--- src/rtl/serial_number_receiver.sv ---
// serial_number_receiver: UART-style byte receiver with a one-entry buffer served over a soc/eoc handshake
module serial_number_receiver #(
    parameter int BIT_CYCLES = 16
) (
    input  logic       clock,
    input  logic       reset,
    input  logic       rxd,
    input  logic       soc,
    output logic       eoc,
    output logic [7:0] numero,
    output logic       overrun,
    output logic       frame_err
);
    localparam int CW = $clog2(BIT_CYCLES) + 1;
    localparam logic [CW-1:0] HALF_LAST = CW'(BIT_CYCLES / 2 - 1);
    localparam logic [CW-1:0] FULL_LAST = CW'(BIT_CYCLES - 1);
    typedef enum logic [1:0] {RX_IDLE, RX_START, RX_DATA, RX_STOP} rx_t;
    typedef enum logic {H_IDLE, H_ACK} h_t;
    rx_t rx_state, rx_next;
    h_t h_state, h_next;
    logic rx_meta, rxs, rxs_q;
    logic [CW-1:0] cnt, cnt_next;
    logic [2:0] idx, idx_next;
    logic [7:0] shreg, shreg_next, buf_data;
    logic buf_full, stop_ok, stop_bad, deliver, store;
    // two-flop synchronizer plus one delay stage for falling-edge detection, idle high
    always_ff @(posedge clock) begin
        if (reset) begin
            rx_meta <= 1'b1;
            rxs     <= 1'b1;
            rxs_q   <= 1'b1;
        end else begin
            rx_meta <= rxd;
            rxs     <= rx_meta;
            rxs_q   <= rxs;
        end
    end
    // receiver next state: half-bit start check, then mid-bit sampling of data and stop
    always_comb begin
        rx_next    = rx_state;
        cnt_next   = cnt + 1'b1;
        idx_next   = idx;
        shreg_next = shreg;
        stop_ok    = 1'b0;
        stop_bad   = 1'b0;
        case (rx_state)
            RX_IDLE: begin
                cnt_next = '0;
                if (rxs_q && !rxs) rx_next = RX_START;
            end
            RX_START: if (cnt == HALF_LAST) begin
                cnt_next = '0;
                idx_next = 3'd0;
                rx_next  = rxs ? RX_IDLE : RX_DATA;
            end
            RX_DATA: if (cnt == FULL_LAST) begin
                cnt_next        = '0;
                shreg_next[idx] = rxs;
                idx_next        = idx + 3'd1;
                if (idx == 3'd7) rx_next = RX_STOP;
            end
            RX_STOP: if (cnt == FULL_LAST) begin
                cnt_next = '0;
                stop_ok  = rxs;
                stop_bad = !rxs;
                rx_next  = RX_IDLE;
            end
            default: rx_next = RX_IDLE;
        endcase
    end
    assign deliver = (h_state == H_ACK) && !soc && buf_full;
    assign store   = stop_ok && (!buf_full || deliver);
    assign h_next  = (h_state == H_IDLE) ? (soc ? H_ACK : H_IDLE) : (deliver ? H_IDLE : H_ACK);
    assign eoc     = (h_state == H_IDLE);
    // state registers, buffer and delivery; a delivery frees the buffer for a same-cycle store
    always_ff @(posedge clock) begin
        if (reset) begin
            rx_state  <= RX_IDLE;
            h_state   <= H_IDLE;
            cnt       <= '0;
            idx       <= 3'd0;
            shreg     <= 8'h00;
            buf_data  <= 8'h00;
            buf_full  <= 1'b0;
            numero    <= 8'h00;
            overrun   <= 1'b0;
            frame_err <= 1'b0;
        end else begin
            rx_state  <= rx_next;
            h_state   <= h_next;
            cnt       <= cnt_next;
            idx       <= idx_next;
            shreg     <= shreg_next;
            frame_err <= stop_bad;
            buf_full  <= store || (buf_full && !deliver);
            if (store) buf_data <= shreg;
            if (deliver) numero <= buf_data;
            if (stop_ok && buf_full && !deliver) overrun <= 1'b1;
        end
    end
endmodule
--- config.mk ---
export PLATFORM = sky130hd
export DESIGN_NAME = serial_number_receiver
export DESIGN_NICKNAME = d
export VERILOG_FILES = /design/src/rtl/serial_number_receiver.sv
export SDC_FILE = /design/constraint.sdc
export NUM_CORES = 1
export LEC_CHECK = 0
export CAP_MARGIN = 20
export CORE_MARGIN = 2
export CORE_UTILIZATION = 40
export DETAILED_ROUTE_END_ITERATION = 10
export PLACE_DENSITY = 0.6
export SLEW_MARGIN = 10
export SYNTH_ARGS = -nofsm -noshare
export SYNTH_HDL_FRONTEND = slang
export SYNTH_SLANG_ARGS = --single-unit
--- constraint.sdc ---
create_clock -name clock -period 2 [get_ports clock]
set_input_delay 0.3 -clock clock [delete_from_list [all_inputs] [get_ports clock]]
set_output_delay 0.3 -clock clock [all_outputs]
set_load 0.01 [all_outputs]
### Word level (Yosys, flattened, before mapping)

Cells that the tools add are included.

* $add $sub $neg: 2
* multipliers: 0
* divide/modulo/power cells: 0
* $lt $le $gt $ge: 2
* equality and inequality tests: 11
* shift operators: 0
* multiplexer cells: 21
* bitwise operators: 3
* reductions and logical operators: 21

Operators with widths (number)
* case mux 5 bit (3 select lines): 1
* 2-to-1 mux 2 bit: 6
* 2-to-1 mux 5 bit: 2
* != test 2 bit (second input constant): 5
* bitwise mux 8 bit: 1
* logical AND 1 bit: 8
* case mux 2 bit (4 select lines): 1
* 2-to-1 mux 1 bit: 6
* 2-to-1 mux 3 bit: 2
* case mux 3 bit (2 select lines): 1
* adder 5 x 1 -> 5 bit (second input constant): 1
* equality test 5 x 3 -> 1 bit (second input constant): 1
* equality test 5 x 4 -> 1 bit (second input constant): 1
* AND reduction 5 bit: 1
* equality test 2 bit (second input constant): 2
* zero test 1 bit: 4
* < comparator 3 x 4 -> 1 bit (second input constant): 1
* adder 3 x 1 -> 3 bit (second input constant): 1
* demux 1 bit (select 3 bit): 1
* equality test 3 bit (second input constant): 1
* >= comparator 3 x 1 -> 1 bit (second input constant): 1
* inverter 1 bit: 3
* AND reduction 3 bit: 1
* OR reduction 3 bit: 1
* other kinds (6): 7

* register bits after elaboration: 41
* bits in latches: 0
* memory bits (writable): 0
* ROM bits: 0
* input port bits: 4
* output and inout bits: 11
* word-level logic and storage cells: 73
* memories: 0

### Logic depth before layout (Yosys ltp)

* word-level depth: 6
* gate-level depth with buffers: 5
* mapped depth without buffers: 5

### Least setup slack after synthesis

No wires, ideal clock.

* kind: register -> register
* start: register cnt[0]
* end: register cnt[4]
* arrival: 1.539 ns
* setup slack: 0.391 ns
* stages on the path, launching flop included: 6
* cell sequence: dfxtp_1 > ha_1 > nand3_1 > ha_1 > or4b_1 > a21oi_1

* longest elaborated chain between the ends: 3

Ends and longest elaborated chain
* from (decl): RTL line 22 `logic [CW-1:0] cnt, cnt_next;`
* from (signal assigned): RTL line 91 `cnt <= cnt_next;`
* adder 5 x 1 -> 5 bit, or another cell as far along: RTL line 41 `cnt_next = cnt + 1'b1;`
* 2-to-1 mux 5 bit, on equally long branches: RTL line 56, 62, 51
* case mux 5 bit (3 select lines) *: RTL line 46 `case (rx_state)`

Every way passes the cells marked *; elsewhere a longest branch is shown, timed or not.
A chain may end at the register's enable or synchronous reset.

### Worst setup path in the final report

Same ends and word-level chain as after synthesis.

==> impl_metrics.json <==
{
  "detail_route.iter0.violations": 100,
  "cts_root_buffer": "clkbuf_8",
  "die_h_um": 71.6,
  "p_int_w": 0.00109,
  "routabilityCongestion": 0.709,
  "ir_worst_vdd_mv": 0.314,
  "power.leakage_nw": 0.887,
  "grt_overflow": 0,
  "max_freq_mhz": 572,
  "nNetsFinal": 200,
  "critical_path_required_ns": 2.22,
  "drcViolationCount": 0,
  "area_growth_pct": 13.5,
  "min_path_type": "register to register",
  "switching_power_w": 0.000305,
  "synth.distinct_cells": 44,
  "viasPerCell": 5.20,
  "core_mm2": 0.00438,
  "syn_area_mm2": 0.00183,
  "io_pins": 15,
  "ys_seq_area_share_pct": 44.9,
  "end_kind": "register",
  "cp.arrival_ns": 1.97,
  "finalWirelength_um": 3300,
  "critPathTopFamily": "adder cells",
  "cts.sinks": 41,
  "grt_pass1_vias": 1250,
  "synth_edf_count": 0,
  "cp-start-kind": "register",
  "synthesis.instances": 179,
  "die_area_mm2": 0.00512,
  "fin_area_mm2": 0.00207,
  "worst-path-max-fanout": 7,
  "critPathBufInv": 0,
  "drv_cap": 0,
  "power.share.combinational_pct": 3.6,
  "hold_viol_final": 0,
  "status": "finished, final reports clean",
  "ctsHoldBuffers": 0,
  "route.vias.total": 1275,
  "swShare_pct": 21.9,
  "p_seq_share_pct": 59.5,
  "slowest_stage": "or4b_1",
  "synthFlopType": "dfxtp_1",
  "numCtsBuffers": 5,
  "async_flop_share_pct": 0,
  "crit_top_cell": "ha_1",
  "ant_nets": 0,
  "cts_htree_levels": 2,
  "drtPass1Iterations": 4,
  "die_w_um": 71.6,
  "synth_warnings": 0,
  "avgSynthCellArea_um2": 10.2,
  "dpl_cell_area_mm2": 0.00199,
  "clock_path_buffers": 2,
  "power_frac_clock_pct": 36.9,
  "wl_per_cell_um": 13.4,
  "ctsResizeCount": 0,
  "period_share_pct": 87.4,
  "fin_crit_ns": 1.75,
  "syn_nets": 187,
  "cpPeakStageDelay_ns": 0.46,
  "cts.clk_slew.worst_paths_ns": 0.07,
  "row_count": 24,
  "fin_util_pct": 47.3,
  "antenna_found_initial": 0,
  "maxSlewViolCount": 0,
  "grt_start_max_net_pins": 22,
  "tightest_slew_ns": 0.521,
  "p_per_area_mw_per_mm2": 672,
  "nFillCells": 419,
  "rsz0062_at_grt": "no",
  "setup_viol": 0,
  "worst_slew_margin_rel_pct": 65.2,
  "crit_type": "register to register",
  "drive_above_1_share_pct": 10.4,
  "cts_setup_buffers": 0,
  "synth-seq-cells": 41,
  "setup-tns-final_ns": 0,
  "grt_pass1_wl_um": 5750,
  "finalClockSkew_ns": 0.00726,
  "floorplan.initialDensity_pct": 41.7,
  "clock_latency_ns": 0.29,
  "portBuffers": 14,
  "grtUsageTotal_pct": 14.3,
  "cp_cell_sequence": "ha_1 > nand3_1 > ha_1 > or4b_1 > a21oi_1",
  "dp_hpwl_um": 2240,
  "antennaDiodeCount": 0,
  "cts_tree": "yes"
}
## stage by stage
stage / hold WS [ns] / setup WS [ns] / std cells / power, W
finish: 0.411 / 0.251 / 245 / 0.00139
global route: 0.429 / 0.0857 / 245 / 0.00145
CTS: 0.410 / 0.260 / 245 / 0.00141
detailed placement: 0.393 / 0.274 / 237 / 0.000899
global placement: 0.393 / 0.333 / 237 / 0.000898
floorplan: 0.389 / 0.391 / 179 / 0.000881
## synth_stat cells (2+ instances only)
| cell type | instances | share of area, % |
|---|---|---|
| nand3b_1 | 5 | 2.1 |
| nor3_1 | 2 | 0.55 |
| nor2b_1 | 3 | 1.0 |
| or3b_1 | 2 | 0.96 |
| a21oi_1 | 5 | 1.4 |
| nor2_1 | 15 | 3.1 |
| dfxtp_1 | 41 | 45 |
| mux2i_1 | 26 | 14 |
| ha_1 | 4 | 2.7 |
| inv_1 | 2 | 0.41 |
| nand4b_1 | 4 | 1.9 |
| or2_2 | 3 | 1.0 |
| nand3_1 | 6 | 1.6 |
| nand2b_1 | 21 | 7.2 |
| nand4_1 | 2 | 0.68 |
| clkbuf_1 | 5 | 1.0 |
| nor4_1 | 2 | 0.68 |
| o21ai_0 | 2 | 0.55 |
| buf_6 | 2 | 1.2 |
| buf_2 | 3 | 0.82 |
## area by class of cell
cell class	count	area (um2)	area share (%)
repair buffers	17	163	7.85
clock inverters	2	10.0	0.483
flip-flops and latches	41	821	39.6
inverters	3	11.3	0.543
multi-input cells	124	931	44.9
clock buffers	6	72.6	3.50
well taps	52	65.1	3.14
## sequential cells by signal, summed over array words and instances, names as in the netlist, 3 cells and up, named ones only
register  count
buf_data      8
cnt           5
idx           3
numero        8
shreg         8
## worst paths after layout
kind | start | endpoint | slack, ns | cells after the start
worst max-delay path | cnt[0] | cnt[4] | 0.25 | 5
worst max register to register | cnt[0] | cnt[4] | 0.25 | 5
worst min-delay path | rx_meta | rxs | 0.41 | 1
worst min register to register | rx_meta | rxs | 0.41 | 1
## cells in the final DEF, fill, tap and decap left out, drive strengths merged, types with 3 or more instances in the layout
master,Yosys,routed
dfxtp,41,41
mux2i,26,26
nand2b,22,22
nor2,15,15
clkdlybuf4s50,0,14
nand3,6,6
a21oi,6,6
clkbuf,5,6
nand3b,5,5
nand4b,5,5
ha,4,4
or2,3,3
nor2b,3,3
buf,6,3
inv,3,3
## logic make-up after synthesis
family | share of synthesized area (%)
xor gates and xnor gates | 0.959
AOI/OAI and AO/OA | 5.82
DFF | 44.9
adders and majority gates | 2.74
muxes | 14.2
and+or+nand+nor | 27.2
buffers and inverters | 4.11
## metal layers
metal / vias to the layer above / share of wire [%] / track usage [%]
li1: 651 / - / -
met1: 595 / 48 / 19.4
met2: 22 / 47 / 21.3
met3: 7 / 3.1 / 3.09
met4: 0 / 2.3 / 7.76
met5: - / 0 / 0
## worst register-to-register path, stage by stage (launching register included)
cell	delay, ns
dfxtp_1	0.36
ha_1	0.32
nand3_1	0.12
ha_1	0.28
or4b_1	0.46
a21oi_1	0.16
## power by group through the flow
stage | combinational [W] | clock, W | sequential [W]
CTS | 0.0000500 | 0.000533 | 0.000830
global route | 0.0000543 | 0.000563 | 0.000831
floorplan | 0.0000359 | 0 | 0.000845
detailed placement | 0.0000501 | 0 | 0.000849
global placement | 0.0000488 | 0 | 0.000849
finish | 0.0000496 | 0.000515 | 0.000830
Note: power is estimated with default switching activity, not from simulation.
